===== config.mk =====
export PLATFORM = sky130hd
export DESIGN_NAME = ex_div
export DESIGN_NICKNAME = d
export VERILOG_FILES = /design/src/rtl/ex_div_pkg.sv /design/src/rtl/ex_div.sv
export SDC_FILE = /design/constraint.sdc
export NUM_CORES = 1
export LEC_CHECK = 0
export CAP_MARGIN = 10
export CORE_MARGIN = 8
export CORE_UTILIZATION = 44
export CTS_CLUSTER_SIZE = 28
export DETAILED_ROUTE_END_ITERATION = 8
export MAX_ROUTING_LAYER = met4
export PLACE_DENSITY_LB_ADDON = 0.15
export SYNTH_ARGS = -nofsm -noshare
export SYNTH_HDL_FRONTEND = slang
export SYNTH_SLANG_ARGS = --single-unit

===== constraint.sdc =====
create_clock -name clk -period 2.4 [get_ports clk]
set_input_delay 0.48 -clock clk [delete_from_list [all_inputs] [get_ports clk]]
set_output_delay 0.48 -clock clk [all_outputs]
set_load 0.02 [all_outputs]

===== src/rtl/ex_div_pkg.sv =====
// Shared constants and types for the execute-stage divider.
// State codes, handshake levels and iteration count used by ex_div.
package ex_div_pkg;

  localparam int DATA_W   = 32;
  localparam int RESULT_W = 64;

  typedef enum logic [1:0] {
    DIV_FREE    = 2'b00,
    DIV_BY_ZERO = 2'b01,
    DIV_ON      = 2'b10,
    DIV_END     = 2'b11
  } div_state_e;

  localparam logic DIV_RESULT_READY     = 1'b1;
  localparam logic DIV_RESULT_NOT_READY = 1'b0;
  localparam logic DIV_START            = 1'b1;
  localparam logic DIV_STOP             = 1'b0;

  localparam logic [5:0] DIV_ITERATIONS = 6'd32;

endpackage


===== src/rtl/ex_div.sv =====
// ex_div: iterative 32-bit restoring divider for the execute stage.
// One subtract-and-shift per cycle; result is {remainder, quotient}.
// Signed DIV support is built only when EX_DIV_SIGNED_EN is defined;
// otherwise every operation is unsigned and signed_div_i is ignored.
//
// Handshake: the execute stage holds start_i high (and stalls) until it
// sees ready_o. ready_o/result_o stay valid while start_i remains high and
// clear one edge after start_i drops. annul_i aborts a running operation.
module ex_div
  import ex_div_pkg::*;
(
  input  logic                clk,
  input  logic                rst,
  input  logic                signed_div_i,
  input  logic [DATA_W-1:0]   opdata1_i,
  input  logic [DATA_W-1:0]   opdata2_i,
  input  logic                start_i,
  input  logic                annul_i,
  output logic [RESULT_W-1:0] result_o,
  output logic                ready_o,
  output div_state_e          state
);

  div_state_e          state_q, state_d;
  logic [5:0]          cnt_q, cnt_d;
  logic [64:0]         work_q, work_d;
  logic [DATA_W-1:0]   divisor_q, divisor_d;
  logic [RESULT_W-1:0] result_d;
  logic                ready_d;

  logic [32:0]         diff;
  logic [DATA_W-1:0]   dividend_abs;
  logic [DATA_W-1:0]   divisor_abs;
  logic [DATA_W-1:0]   quot_fix;
  logic [DATA_W-1:0]   rem_fix;

`ifdef EX_DIV_SIGNED_EN
  logic neg_quot_q, neg_quot_d;
  logic neg_rem_q, neg_rem_d;
`else
  logic unused_signed;
  assign unused_signed = signed_div_i;
`endif

  assign state = state_q;

  // Next-state, datapath step and output values for the divider FSM.
  always_comb begin
    state_d   = state_q;
    cnt_d     = cnt_q;
    work_d    = work_q;
    divisor_d = divisor_q;
    result_d  = result_o;
    ready_d   = ready_o;

    // Partial remainder never exceeds 32 bits, so work[63:32] is the full compare value.
    diff         = {1'b0, work_q[63:32]} - {1'b0, divisor_q};
    dividend_abs = opdata1_i;
    divisor_abs  = opdata2_i;
    quot_fix     = work_q[31:0];
    rem_fix      = work_q[64:33];

`ifdef EX_DIV_SIGNED_EN
    neg_quot_d = neg_quot_q;
    neg_rem_d  = neg_rem_q;
    if (signed_div_i && opdata1_i[DATA_W-1]) dividend_abs = -opdata1_i;
    if (signed_div_i && opdata2_i[DATA_W-1]) divisor_abs  = -opdata2_i;
    if (neg_quot_q) quot_fix = -work_q[31:0];
    if (neg_rem_q)  rem_fix  = -work_q[64:33];
`endif

    case (state_q)
      DIV_FREE: begin
        ready_d  = DIV_RESULT_NOT_READY;
        result_d = '0;
        if (start_i == DIV_START && !annul_i) begin
          if (opdata2_i == '0) begin
            state_d = DIV_BY_ZERO;
          end else begin
            state_d   = DIV_ON;
            cnt_d     = '0;
            divisor_d = divisor_abs;
            work_d    = {32'b0, dividend_abs, 1'b0};
`ifdef EX_DIV_SIGNED_EN
            neg_quot_d = signed_div_i && (opdata1_i[DATA_W-1] ^ opdata2_i[DATA_W-1]);
            neg_rem_d  = signed_div_i && opdata1_i[DATA_W-1];
`endif
          end
        end
      end
      DIV_BY_ZERO: begin
        result_d = '0;
        if (annul_i) begin
          state_d = DIV_FREE;
          ready_d = DIV_RESULT_NOT_READY;
        end else begin
          state_d = DIV_END;
          ready_d = DIV_RESULT_READY;
        end
      end
      DIV_ON: begin
        if (annul_i) begin
          state_d  = DIV_FREE;
          ready_d  = DIV_RESULT_NOT_READY;
          result_d = '0;
        end else if (cnt_q != DIV_ITERATIONS) begin
          if (diff[32]) work_d = {work_q[63:0], 1'b0};
          else          work_d = {diff[31:0], work_q[31:0], 1'b1};
          cnt_d = cnt_q + 6'd1;
        end else begin
          state_d  = DIV_END;
          ready_d  = DIV_RESULT_READY;
          result_d = {rem_fix, quot_fix};
        end
      end
      DIV_END: begin
        if (start_i == DIV_STOP) begin
          state_d  = DIV_FREE;
          ready_d  = DIV_RESULT_NOT_READY;
          result_d = '0;
        end
      end
      default: state_d = DIV_FREE;
    endcase
  end

  // Register state, datapath and outputs; reset overrides everything.
  always_ff @(posedge clk) begin
    if (rst) begin
      state_q   <= DIV_FREE;
      cnt_q     <= '0;
      work_q    <= '0;
      divisor_q <= '0;
      result_o  <= '0;
      ready_o   <= DIV_RESULT_NOT_READY;
    end else begin
      state_q   <= state_d;
      cnt_q     <= cnt_d;
      work_q    <= work_d;
      divisor_q <= divisor_d;
      result_o  <= result_d;
      ready_o   <= ready_d;
    end
  end

`ifdef EX_DIV_SIGNED_EN
  // Sign-correction flags captured at start.
  always_ff @(posedge clk) begin
    if (rst) begin
      neg_quot_q <= 1'b0;
      neg_rem_q  <= 1'b0;
    end else begin
      neg_quot_q <= neg_quot_d;
      neg_rem_q  <= neg_rem_d;
    end
  end
`endif

endmodule


==> qor.yml, run 1 <==
sta:
  period_minus_slack_ns: 2.59
  post-route-period-util: 1.08
  rsz0062_at_grt: "true"
  timing.slew.headroom: 0.593
  final_hold_viol_count: 0
  finalSetupViolCount: 33
  setup_ws_ns: -0.191
  drv_slew: 0
  tightestPinTransition_ns: 0.611
  skew_ns: 0.0117
  clock.fmax_mhz: 386
route:
  antenna_left: 0
  drc_errors: 0
  routed_wl_um: 25300
  drt_iter0_drc: 414
  vias_per_cell: 5.31
  first_pass_iters: 5
  vias: 8279
  wl_per_cell_um: 16.2
yosys:
  syn-cell-area_um2: 8580
  synth_seq_cells: 170
  synth-warning-count: 0
  synth_cell_types: 62
  synthArstFlopShare: 0
  synthFlopType: "dfxtp_1"
  synth.avg_cell_area_um2: 8.26
  synth.yosys.seq_area_share: 0.397
  synth_edf_count: 0
  synthCells: 1039
  synth_nets: 1146
setup_path:
  crit_required_ns: 2.72
  worst-path-buf-inv: 3
  slowest_stage: "o31a_2"
  start_kind: "flip-flop"
  cpPeakStageDelay_ns: 0.38
  path_class: "reg2reg"
  worstPathMaxFanout: 5
  cpLargestDelayFamily: "compound AO/OA/AOI/OAI gates"
  crit_arrival_ns: 2.91
  cp-end-kind: "flip-flop"
  crit_chain: "inv_2, ha_4, fa_2, nand2b_4, a21oi_4, o41ai_4, o31a_2, o21ai_4, o21bai_4, buf_12, buf_8, a32oi_2, o21ai_1"
floorplanning:
  die-area_um2: 24200
  io_pins: 136
  start_util: 0.445
  rows: 51
  die-height_um: 156
  core_um2: 19300
  die_x_um: 156
min_path:
  hp-class: "reg2reg"
cts:
  clock_latency_ns: 0.43
  cts_max_level: 4
  clk_path_buf_depth: 2
  cts.sinks: 170
  cts_tree: "yes"
  cts_root_buf: "clkbuf_16"
  cts_made_buffers: 17
  clkTransAtPathRegs_ns: 0.07
layout:
  nets: 1387
  seq_area_um2: 3410
  fillers: 1711
  antenna_cells: 0
  drive_gt1_frac: 0.192
  multiInputGateArea_um2: 5000
  area_growth_pct: 43.6
global_routing:
  antenna_found_initial: 0
  grt_pass1_vias: 8235
  grt_remaining_overflow: 0
  grt_util_all_layers: 0.215
  grt_pass1_wl_um: 41500
  grt_max_degree: 113
power:
  power.total_w: 0.0115
  power_density_nw_per_um2: 935
  ir_worst_vdd_uv: 629
  p_leak_nw: 5.07
status:
  status: "finished, violations left"
  violations: "negative setup slack"
placed_design:
  post-dp-hpwl_um: 17700
  io_buffers: 134
  detailedPlace.worstSlack_ns: -0.492
  gp_congestion: 0.920
run:
  maxCapViolCount: 0
state kept, by name, summed over array words and instances, names as in the netlist:
name	cells
work_q	65
result_o	64
state	2
cnt_q	6
divisor_q	32
ready_o	1
cell type report:
cell class | count | area share
clock inverters | 15 | 0.0189
multi-input cells | 749 | 0.406
flip-flops and latches | 170 | 0.277
clock buffers | 17 | 0.0345
well taps | 265 | 0.0269
inverters | 48 | 0.0146
repair buffers | 294 | 0.222
timing repair:
item,4_1_cts,5_1_grt
resized for setup,32,24
setup buffers,6,5
hold buffers,0,0
pin swaps,15,18
setup endpoints to repair,33,60
through the flow:
step / utilization / TNS, ns / hold slack (ns) / instance area [um2] / instances
floorplan: - / -2.70 / 0.442 / 8630 / 1039
global placement: 0.587 / -28.39 / 0.438 / 11300 / 1515
finish: 0.639 / -4.85 / 0.449 / 12300 / 1558
global route: 0.639 / -8.63 / 0.466 / 12300 / 1558
detailed placement: 0.587 / -32.08 / 0.442 / 11300 / 1515
CTS: 0.632 / -3.53 / 0.439 / 12200 / 1553
synthesized netlist by cell type (all sizes together) (3+ instances only):
library cell,number,area share
o31ai,6,0.0058
nor3b,3,0.0026
nand4,9,0.0066
a211oi,33,0.029
a21oi,105,0.061
nor2,95,0.042
buf,11,0.0080
clkbuf,61,0.027
nand2,121,0.053
a32oi,8,0.0082
nor3,4,0.0023
o211ai,4,0.0035
a31oi,3,0.0022
inv,48,0.021
nor2b,5,0.0036
o21ai,50,0.029
mux2i,82,0.096
xnor2,14,0.014
dfxtp,170,0.40
nor4,10,0.0073
nand2b,9,0.0066
a2111oi,3,0.0054
o21bai,6,0.0053
ha,37,0.054
xor2,11,0.011
o21a,8,0.0070
nand3,74,0.043
a21o,20,0.018
placed cells by master (no fill, tap or decap), types with 14 or more instances in the layout:
master	netlist	layout
o21ai_0	43	19
ha_1	37	31
xnor2_1	14	14
dfxtp_1	170	165
nand2_1	120	119
o21ai_1	7	24
a211oi_1	33	33
clkdlybuf4s50_1	0	133
a21o_1	20	19
a21oi_1	105	102
nor2_1	95	92
clkbuf_16	0	17
buf_4	1	144
mux2i_1	82	82
nand3_1	74	74
inv_1	48	47
power breakdown:
part,switching [W],total [W],internal (W)
sequential,0.000210,0.00334,0.00313
clock,0.00128,0.00307,0.00179
combinational,0.00273,0.00511,0.00238
total,0.00422,0.0115,0.00730
worst reg2reg max path: cells and delay by family (launching register included):
family | cells | cell delay (ns)
buffers and inverters | 3 | 0.34
adder cells (fa/ha/maj) | 2 | 0.49
flip-flops | 1 | 0.33
AND/OR/NAND/NOR | 1 | 0.17
AO/OA/AOI/OAI | 7 | 1.16
cells by family (layout without fill, tap and decap cells):
family,Yosys count,count (layout),share of synthesized area
AO/OA/AOI/OAI,263,263,0.193
XOR/XNOR,25,25,0.0255
adder cells (fa/ha/maj),38,38,0.0563
buffers and inverters,120,374,0.0557
flip-flops,170,170,0.397
multiplexers,84,84,0.0983
AND/OR/NAND/NOR,339,339,0.174
routing by layer:
metal | track usage | share of wire
met2 | 0.344 | 0.47
met1 | 0.266 | 0.45
met3 | 0.0474 | 0.064
met4 | 0.0707 | 0.021
met5 | - | 0
final timing paths:
path	slack (ns)	to	startpoint	depth (start not counted)
worst max-delay path	-0.19	work_q[50]	work_q[32]	13
worst max register to register	-0.19	work_q[50]	work_q[32]	13
worst min register to register	0.45	result_o[46]	result_o[46]	2
worst min-delay path	0.45	result_o[46]	result_o[46]	2
Note: power is estimated with default switching activity, not from simulation.
==> run 2, diff against run 1 <==
Settings changed: SLEW_MARGIN from default to 20.
==> results of run 2 <==
The final DEF is identical to that of run 1; final timing and power are the same.
